### config.mk
export PLATFORM = sky130hd
export DESIGN_NAME = led_breath_ctrl
export DESIGN_NICKNAME = d
export VERILOG_FILES = /design/src/rtl/led_pkg.sv /design/src/rtl/key_debounce.sv /design/src/rtl/led_breath_ctrl.sv
export SDC_FILE = /design/constraint.sdc
export NUM_CORES = 1
export LEC_CHECK = 0
export BUFFER_PORTS_ARGS = -buffer_cell sky130_fd_sc_hd__buf_4
export CAP_MARGIN = 20
export CORE_MARGIN = 4
export CORE_UTILIZATION = 40
export DETAILED_ROUTE_END_ITERATION = 6
export GPL_ROUTABILITY_DRIVEN = 1
export PLACE_DENSITY = 0.64
export SYNTH_ARGS = -nofsm -noshare
export SYNTH_HDL_FRONTEND = slang
export SYNTH_SLANG_ARGS = --single-unit
### constraint.sdc
create_clock -name clkin -period 3.6 [get_ports clkin]
set_clock_uncertainty 0.2 [all_clocks]
set_input_delay 0.72 -clock clkin [delete_from_list [all_inputs] [get_ports clkin]]
set_output_delay 0.72 -clock clkin [all_outputs]
set_load 0.05 [all_outputs]
### src/rtl/led_pkg.sv
// led_pkg: shared mode/direction types and clock helpers for the LED controller
package led_pkg;
  typedef enum logic [1:0] {MODE_OFF, MODE_ON, MODE_BLINK, MODE_BREATHE} led_mode_t;
  typedef enum logic {DIR_UP, DIR_DOWN} breathe_dir_t;
  function automatic int cyc_per_ms(input int clk_hz);
    return clk_hz / 1000;
  endfunction
endpackage

### src/rtl/key_debounce.sv
// key_debounce: two-flop synchronizer, debounce counter and single-cycle press pulse
module key_debounce #(
  parameter int DEBOUNCE_CYC = 20
) (
  input  logic clk,
  input  logic rst,
  input  logic key_n,
  output logic press
);
  localparam int CW = $clog2(DEBOUNCE_CYC + 1);
  localparam logic [CW-1:0] LAST = CW'(DEBOUNCE_CYC - 1);
  logic s1, s2, db, armed, hit;
  logic [CW-1:0] cnt;
  assign hit = cnt == LAST;
  // after reset the key must be seen released for a full window before any press counts
  always_ff @(posedge clk) begin
    if (rst) begin
      s1 <= 1'b1;
      s2 <= 1'b1;
      db <= 1'b1;
      armed <= 1'b0;
      cnt <= '0;
      press <= 1'b0;
    end else begin
      s1 <= key_n;
      s2 <= s1;
      press <= armed && hit && db && !s2;
      if (!armed) begin
        cnt <= (s2 && !hit) ? cnt + 1'b1 : '0;
        armed <= s2 && hit;
      end else if (s2 == db) begin
        cnt <= '0;
      end else if (hit) begin
        db <= s2;
        cnt <= '0;
      end else begin
        cnt <= cnt + 1'b1;
      end
    end
  end
endmodule

### src/rtl/led_breath_ctrl.sv
// led_breath_ctrl: button-cycled LED controller with OFF/ON/BLINK/BREATHE modes
module led_breath_ctrl import led_pkg::*; #(
  parameter int CLK_FREQ_HZ = 60000000,
  parameter int PWM_BITS = 8,
  parameter int STEP_MS = 4,
  parameter int BLINK_MS = 500,
  parameter int DEBOUNCE_MS = 20,
  parameter bit LED_ACTIVE_LOW = 1'b1
) (
  input  logic clkin,
  input  logic reset,
  input  logic pll_lock,
  input  logic key_n,
  output logic led,
  output logic [1:0] mode
);
  localparam int CPM = cyc_per_ms(CLK_FREQ_HZ);
  localparam int PW = $clog2(CPM);
  localparam int SW = $clog2(STEP_MS + 1);
  localparam int BW = $clog2(BLINK_MS + 1);
  localparam logic [PW-1:0] PRE_LAST = PW'(CPM - 1);
  localparam logic [SW-1:0] STEP_LAST = SW'(STEP_MS - 1);
  localparam logic [BW-1:0] BLINK_LAST = BW'(BLINK_MS - 1);
  localparam logic [PWM_BITS-1:0] DUTY_MAX = '1;
  localparam logic [PWM_BITS-1:0] PWM_LAST = DUTY_MAX - 1'b1;
  logic rst_i, press, ms_tick, step, pwm_on, blink_lvl, led_lvl, turn;
  logic [PW-1:0] pre;
  logic [SW-1:0] step_cnt;
  logic [BW-1:0] blink_cnt;
  logic [PWM_BITS-1:0] pwm_cnt, duty, duty_nx;
  led_mode_t mode_q;
  breathe_dir_t dir, dir_nx;
  assign rst_i = reset | ~pll_lock;
  assign mode = mode_q;
  assign ms_tick = pre == PRE_LAST;
  assign step = ms_tick && step_cnt == STEP_LAST;
  assign pwm_on = pwm_cnt < duty;
  assign led_lvl = mode_q == MODE_OFF ? 1'b0 : mode_q == MODE_ON ? 1'b1 :
                   mode_q == MODE_BLINK ? blink_lvl : pwm_on;
  key_debounce #(.DEBOUNCE_CYC(DEBOUNCE_MS * CPM)) u_key (
    .clk(clkin),
    .rst(rst_i),
    .key_n(key_n),
    .press(press)
  );
  // turning points reverse direction and step back so duty never wraps
  always_comb begin
    turn = dir == DIR_UP ? duty == DUTY_MAX : duty == '0;
    dir_nx = dir;
    duty_nx = duty;
    if (press) begin
      dir_nx = DIR_UP;
      duty_nx = '0;
    end else if (step && mode_q == MODE_BREATHE) begin
      dir_nx = turn ? (dir == DIR_UP ? DIR_DOWN : DIR_UP) : dir;
      duty_nx = ((dir == DIR_UP) ^ turn) ? duty + 1'b1 : duty - 1'b1;
    end
  end
  always_ff @(posedge clkin) begin
    if (rst_i) begin
      pre <= '0;
      step_cnt <= '0;
      pwm_cnt <= '0;
      blink_cnt <= '0;
      blink_lvl <= 1'b0;
      mode_q <= MODE_BREATHE;
      duty <= '0;
      dir <= DIR_UP;
      led <= LED_ACTIVE_LOW;
    end else begin
      pre <= ms_tick ? '0 : pre + 1'b1;
      if (ms_tick) step_cnt <= step_cnt == STEP_LAST ? '0 : step_cnt + 1'b1;
      pwm_cnt <= pwm_cnt == PWM_LAST ? '0 : pwm_cnt + 1'b1;
      duty <= duty_nx;
      dir <= dir_nx;
      if (press) begin
        mode_q <= led_mode_t'(mode_q + 1'b1);
        blink_cnt <= '0;
        blink_lvl <= 1'b0;
      end else if (ms_tick && mode_q == MODE_BLINK) begin
        blink_cnt <= blink_cnt == BLINK_LAST ? '0 : blink_cnt + 1'b1;
        blink_lvl <= blink_lvl ^ (blink_cnt == BLINK_LAST);
      end
      led <= led_lvl ^ LED_ACTIVE_LOW;
    end
  end
endmodule

# After elaboration in Yosys (flattened, before gate mapping)
# Cells that the tools add are included.
# W data, S select, Z words.
# word_totals
in_bits	4
reg_bits	75
elab_cells	71
out_inout_bits	3
# op_classes
mux	13
magnitude_cmp	1
bitwise	7
eq_ne	10
add_sub_neg	8
n_reduce_logical	17
# op_table
cell	n
$mux W21	4
$add A21 B1 Y21 const B	1
$eq A21 B21 Y1 const B	1
$add A16 B1 Y16 const B	1
$add A8 B1 Y8 const B	2
$eq A16 B16 Y1 const B	1
$eq A8 B8 Y1 const B	2
$add A9 B1 Y9 const B	1
$eq A9 B9 Y1 const B	1
$mux W9	1
$logic_and A1 B1 Y1	8
$logic_not A8 Y1	1
$lt A8 B8 Y1	1
$mux W8	1
$sub A8 B1 Y8 const B	1
$mux W1	6
$reduce_or A2 Y1	3
$eq A2 B2 Y1 const B	2
$not A1 Y1	4
$add A3 B1 Y3 const B	1
$eq A3 B2 Y1 const B	1
$mux W3	1
$reduce_and A3 Y1	1
$add A2 B1 Y2 const B	1
7 further kinds	9

# Logic depth before layout (Yosys ltp)
# Gate-level depths: netlist of the first run.
# depth
ltp_word	5
mapped_depth	11

# Cells and area by module
# Synthesis of the first run repeated with hierarchy kept, for this count alone.
# unflattened
cells_unflattened	422
area_unflattened_um2	3788.6
# modules_own_cells
module	instances	cells_per_inst	area_each_um2
led_breath_ctrl	1	292	2588.7
key_debounce	1	130	1199.9

# Worst setup path before layout of the first run
# OpenSTA, ideal clock, no wires.
# synth_timing
path_kind	reg-to-reg
start	register duty[0]
end	register duty[7]
setup_ns	0.067
setup_slack_ns	0.808
stages_incl_launch_ff	12
synth_period_minus_slack_ns	2.792
t_arrival_ns	2.525
cell_sequence	dfxtp_1 -> nor4_1 -> nand2_1 -> a21oi_1 -> inv_1 -> ha_1 -> a21o_1 -> a41oi_1 -> nand3_1 -> a211o_1 -> a21o_1 -> a21oi_2
# synth_between
elab_chain_len	4
elab_cells_between_ends	7
cone_classes	add/sub: 2; eq/ne: 1; mux: 2; bitwise: 1; reduce/logical: 1
# synth_rtl
item	line_no	source
start: declaration	led_breath_ctrl.sv:30	logic [PWM_BITS-1:0] pwm_cnt, duty, duty_nx;
start signal: assignment	led_breath_ctrl.sv:74	duty <= duty_nx;
parallel branches: the longest is 3 deep, another holds $sub A8 B1 Y8	n/a	
$mux W8 (*)	led_breath_ctrl.sv:56	duty_nx = ((dir == DIR_UP) ^ turn) ? duty + 1'b1 : duty - 1'b1;
# Mark *: on every way between the ends.
# A chain may end at the register's enable or synchronous reset.

# Worst setup path in the final report of the first run
# Ends and elaborated chain as after synthesis.

==> results of run 1 <==
## flip-flops by register name, indices dropped and copies added, names as in the netlist
name / cells
step_cnt: 3
dir: 1
u_key.armed: 1
pwm_cnt: 8
u_key.s2: 1
duty: 8
u_key.press: 1
led: 1
blink_cnt: 9
pre: 16
blink_lvl: 1
u_key.cnt: 21
mode: 2
u_key.s1: 1
u_key.db: 1
## stage by stage
stage          utilization (%)  setup slack, ps  cell area (sq um)  power [mW]
2_1_floorplan                -              808               3600       0.877
5_1_grt                   45.2              286               3940        1.58
6_report                  45.2              508               3940        1.50
3_5_place_dp              42.9              530               3740       0.886
3_3_place_gp              42.9              544               3740       0.885
4_1_cts                   45.2              516               3940        1.54
## worst max-delay path: stages, from the launching register on
cell and delay (ps):
dfxtp_1 370, nor4_1 310, nand2_1 110, a21oi_1 320, inv_1 190, ha_1 310, a21o_1 190, a41oi_1 270
nand3_1 140, a211o_1 300, a21o_1 200, a21oi_2 120
## final timing paths
| path | startpoint | to | depth (start not counted) |
|---|---|---|---|
| min | u_key.s1 | u_key.s2 | 1 |
| min reg2reg | u_key.s1 | u_key.s2 | 1 |
| max | duty[0] | duty[7] | 11 |
| max reg2reg | duty[0] | duty[7] | 11 |
## report_power, final
group          leakage (nW)  switching (mW)  total, mW  internal, mW
Clock                0.0966           0.317      0.638         0.322
Sequential            0.605         0.00444      0.837         0.833
Combinational         0.741          0.0193     0.0279       0.00857
Total                  1.44           0.340       1.50          1.16
## routing by layer
metal	vias to the layer above	wire length [microns]	GRT usage (%)
li1	1455	-	-
met1	1255	3150	16.7
met2	16	2860	21.8
met3	11	196	4.26
met4	0	95	5.38
met5	-	0	0
## cells by family after synthesis
kind of cell,share of synthesized area [%]
AOI/OAI and AO/OA,8.13
xor gates and xnor gates,11.9
adders and majority gates,7.85
buffers and inverters,2.88
DFF,41.7
muxes,0.556
and+or+nand+nor,27.0
## cells in the mapped netlist (all sizes together), types with 10 or more instances
master / instances / area (sq um)
a21oi: 19 / 98.9
nand2b: 10 / 62.6
ha: 21 / 263
inv: 16 / 60.1
nand2: 38 / 143
o21ai: 11 / 55.1
nor2: 69 / 259
and3: 10 / 62.6
xnor2: 16 / 140
nand4: 15 / 100
nand3: 27 / 135
dfxtp: 75 / 1500
xor2: 33 / 289
## layout make-up
type	instances	area share, %
multi-input combinational	319	50.7
sequential	75	38.1
tap	108	3.43
clock buffer	10	3.24
clock inverter	6	1.65
inverter	16	1.53
timing repair buffer	7	1.33
==> impl_metrics.tcl, run 1 <==
set metrics [dict create \
    finalNetCount 454 \
    avgSynthCellArea_sq_um 8.59 \
    period_needed_ps 3090 \
    critPathCaptureType "register" \
    dr.pass1.iters 4 \
    grt_use_total_pct 13.5 \
    cts_resized 0 \
    layout_common_cells "75 x dfxtp_1, 69 x nor2_1, 38 x nand2_1" \
    reg2reg_slack_ps 510 \
    start_util_pct 41.3 \
    syn_nets 445 \
    hp-class "register to register" \
    status "finished clean" \
    multiInputGateArea_sq_um 2000 \
    cts_hold_buffers 0 \
    seqCellArea_sq_um 1500 \
    p_leak_nw 1.44 \
    cp.required_ps 3680 \
    setup_viol 0 \
    tightest_slew_ps 657 \
    mostFrequentLayoutCell "dfxtp_1" \
    cts_buffers 9 \
    drt-initial-drc-count 107 \
    power_density_nw_per_um2 382 \
    die-area_sq_um 10600 \
    gp_congestion 0.822 \
    peakVddDrop_uv 161 \
    fin_setup_tns_ps 0 \
    finalHoldViolCount 0 \
    ant_nets 0 \
    fmax_ghz 0.323 \
    clkSinkCount 75 \
    clkTransAtPathRegs_ps 80 \
    grt_max_degree 21 \
    viasPerCell 5.06 \
    numPortBuffers 6 \
    final_cells 541 \
    grt_pass1_vias 2611 \
    antennaDiodeCount 0 \
    period_share_pct 85.9 \
    wl_per_cell_microns 11.6 \
    clockRootBuffer "clkbuf_8" \
    syn-cell-area_sq_um 3600 \
    synth_edf_count 0 \
    cp_max_fo 6 \
    clk_latency_ps 350 \
    synthFlopType "dfxtp_1" \
    vias 2737 \
    postSynthCellCount 419 \
    drv_slew 0 \
    n_fill_cell 875 \
    row_count 34 \
    drive_above_1_share_pct 6.47 \
    routed_wl_mm 6.30 \
    h-tree-depth 3 \
    crit_type "register to register" \
    core_sq_um 8720 \
    clk_path_buf_depth 2 \
    worst_setup_path_start_kind "register" \
    cts_tree "yes" \
    hold_ws_ps 211 \
    antenna_found_initial 0 \
    postCtsSetupBuffers 0 \
    chipWidth_microns 103 \
    ys_async_sr_fraction_pct 0 \
    yosysSeqAreaShare_pct 41.7 \
    dpl.hpwl_mm 4.54 \
    syn_to_final_growth_pct 9.35 \
    dp.cells 525 \
    ys_seq_elements 75 \
    grt_overflow 0 \
    drc 0 \
    rsz0062_at_grt "false" \
    maxCapViolCount 0 \
    worst_ep_arrival_time_ps 3170 \
    grt_pass1_wl_mm 11.3 \
    slew_headroom_pct 56.1 \
    synth_cell_types 42 \
    ioPinCount 7 \
    die_h_microns 103 \
    yosysWarnings 0 \
]
Note: power is estimated with default switching activity, not from simulation.
==> run 2, diff against run 1 <==
- CORE_ASPECT_RATIO: default -> 1.5
- CORE_MARGIN: 4 -> default
- SETUP_SLACK_MARGIN: default -> 0.3
==> impl_metrics.tcl, run 2 (synthesis gave the netlist of run 1 again) <==
set metrics [dict create \
    cts_hold_buffers 0 \
    use_met2_pct 26.2 \
    grt_use_total_pct 15.3 \
    multiInputGateArea_sq_um 2010 \
    power.internal_mw 1.49 \
    drive_above_1_share_pct 7.59 \
    worstReg2RegStart "duty[0]" \
    rsz0062_at_grt "false" \
    peakVddDrop_uv 278 \
    drc 0 \
    worst_setup_path_start_kind "register" \
    hold_ws_ps 206 \
    maxCapViolCount 0 \
    hold_depth 1 \
    viasPerCell 5.02 \
    clk_latency_ps 340 \
    wl_per_cell_microns 11.7 \
    syn_to_final_growth_pct 14.1 \
    power_density_nw_per_um2 451 \
    p_seq_share_pct 45.3 \
    reg2reg_depth 11 \
    die-area_sq_um 9390 \
    critPathCaptureType "register" \
    clkSinkCount 75 \
    worst_ep_arrival_time_ps 3170 \
    n_fill_cell 833 \
    finalNetCount 456 \
    grt_max_degree 21 \
    cts_tree "yes" \
    globalRouteMet1Util_pct 16.9 \
    fmax_ghz 0.322 \
    numPortBuffers 6 \
    row_count 42 \
    utilization_pct 46.8 \
    slew_headroom_pct 57.2 \
    routed_wl_mm 6.35 \
    grt_overflow 0 \
    ioPinCount 7 \
    period_share_pct 86.2 \
    grt_pass1_wl_mm 11.2 \
    cts_buffers 9 \
    vias 2734 \
    power_frac_comb_pct 1.5 \
    die_h_microns 118 \
    dr.pass1.iters 4 \
    clockRootBuffer "clkbuf_16" \
    largest_reg_flops 21 \
    p_leak_nw 1.51 \
    clkTransAtPathRegs_ps 60 \
    h-tree-depth 3 \
    mostFrequentLayoutCell "dfxtp_1" \
    postCtsSetupBuffers 0 \
    finalHoldViolCount 0 \
    dp.cells 529 \
    largest-register "u_key.cnt" \
    drt-initial-drc-count 101 \
    top_usage_layer "met2" \
    chipWidth_microns 79.5 \
    status "finished clean" \
    ant_nets 0 \
    tightest_slew_ps 640 \
    reg.largest.list "u_key.cnt x21, pre x16, blink_cnt x9" \
    finalPower_mw 1.85 \
    cp.required_ps 3660 \
    hp-class "register to register" \
    antenna_found_initial 0 \
    period_needed_ps 3100 \
    fin_setup_tns_ps 0 \
    grt_pass1_vias 2665 \
    antennaDiodeCount 0 \
    layout_common_cells "75 x dfxtp_1, 69 x nor2_1, 38 x nand2_1" \
    seqCellArea_sq_um 1500 \
    met3_usage_pct 2.55 \
    gp_congestion 0.827 \
    dpl.hpwl_mm 4.64 \
    core_sq_um 8780 \
    cp_max_fo 6 \
    setup_viol 0 \
    start_util_pct 41.0 \
    drv_slew 0 \
    p_clk_share_pct 53.2 \
    crit_type "register to register" \
    final_cells 545 \
    hold_start "u_key.s1" \
    switching_share_pct 19.6 \
    clk_path_buf_depth 2 \
    crit_start "duty[0]" \
    p_sw_uw 363 \
]
[run 2: cell types whose count changed in the layout (fill, tap and decap cells not counted), moves of 2 or more]
cell       previous run  this run
clkbuf_16             0         9
clkbuf_8              9         2
clkinv_2              2         0
buf_4                 7         9
[run 2: repair_timing]
item | 4_1_cts | 5_1_grt
setup endpoints to repair | 1 | 1
pin swaps | 0 | 0
resized for setup | 1 | 1
gates cloned | 0 | 0
[run 2: final cells by class]
cell class                      instances  area share [%]
Inverter                               16            1.46
Clock inverter                          5            2.04
Clock buffer                           11            6.15
Tap cell                              110            3.35
Timing Repair Buffer                    9            1.64
Sequential cell                        75            36.5
Multi-Input combinational cell        319            48.8
[run 2: critical path, stage by stage (launching register included)]
cell	delay, ps
dfxtp_1	360
nor4_1	360
nand2_1	150
a21oi_2	270
inv_1	180
ha_1	320
a21o_1	210
a41oi_2	250
nand3_1	130
a211o_1	280
a21o_1	190
a21oi_2	110
[run 2: through the flow]
| stage | setup WS (ps) | instance area [sq um] |
|---|---|---|
| floorplan | 808 | 3600 |
| global placement | 403 | 3760 |
| detailed placement | 293 | 3760 |
| CTS | 418 | 4100 |
| global route | 362 | 4110 |
| finish | 496 | 4110 |
[run 2: power groups by stage]
stage / sequential [mW] / combinational [mW] / clock, mW
after floorplan: 0.856 / 0.0207 / 0
after global placement: 0.857 / 0.0289 / 0
after detailed placement: 0.857 / 0.0295 / 0
after CTS: 0.839 / 0.0297 / 1.01
after global routing: 0.839 / 0.0335 / 1.04
final: 0.839 / 0.0286 / 0.986
[run 2: worst paths after layout]
| path | endpoint | slack [ps] |
|---|---|---|
| worst min-delay path | u_key.s2 | 210 |
| worst min register to register | u_key.s2 | 210 |
| worst max register to register | duty[7] | 500 |
| worst max-delay path | duty[7] | 500 |
[run 2: per-layer routing]
layer | vias to the layer above | wire length (microns)
met5 | - | 0
met4 | 0 | 180
met1 | 1251 | 2880
met2 | 17 | 3190
met3 | 11 | 99
li1 | 1455 | -
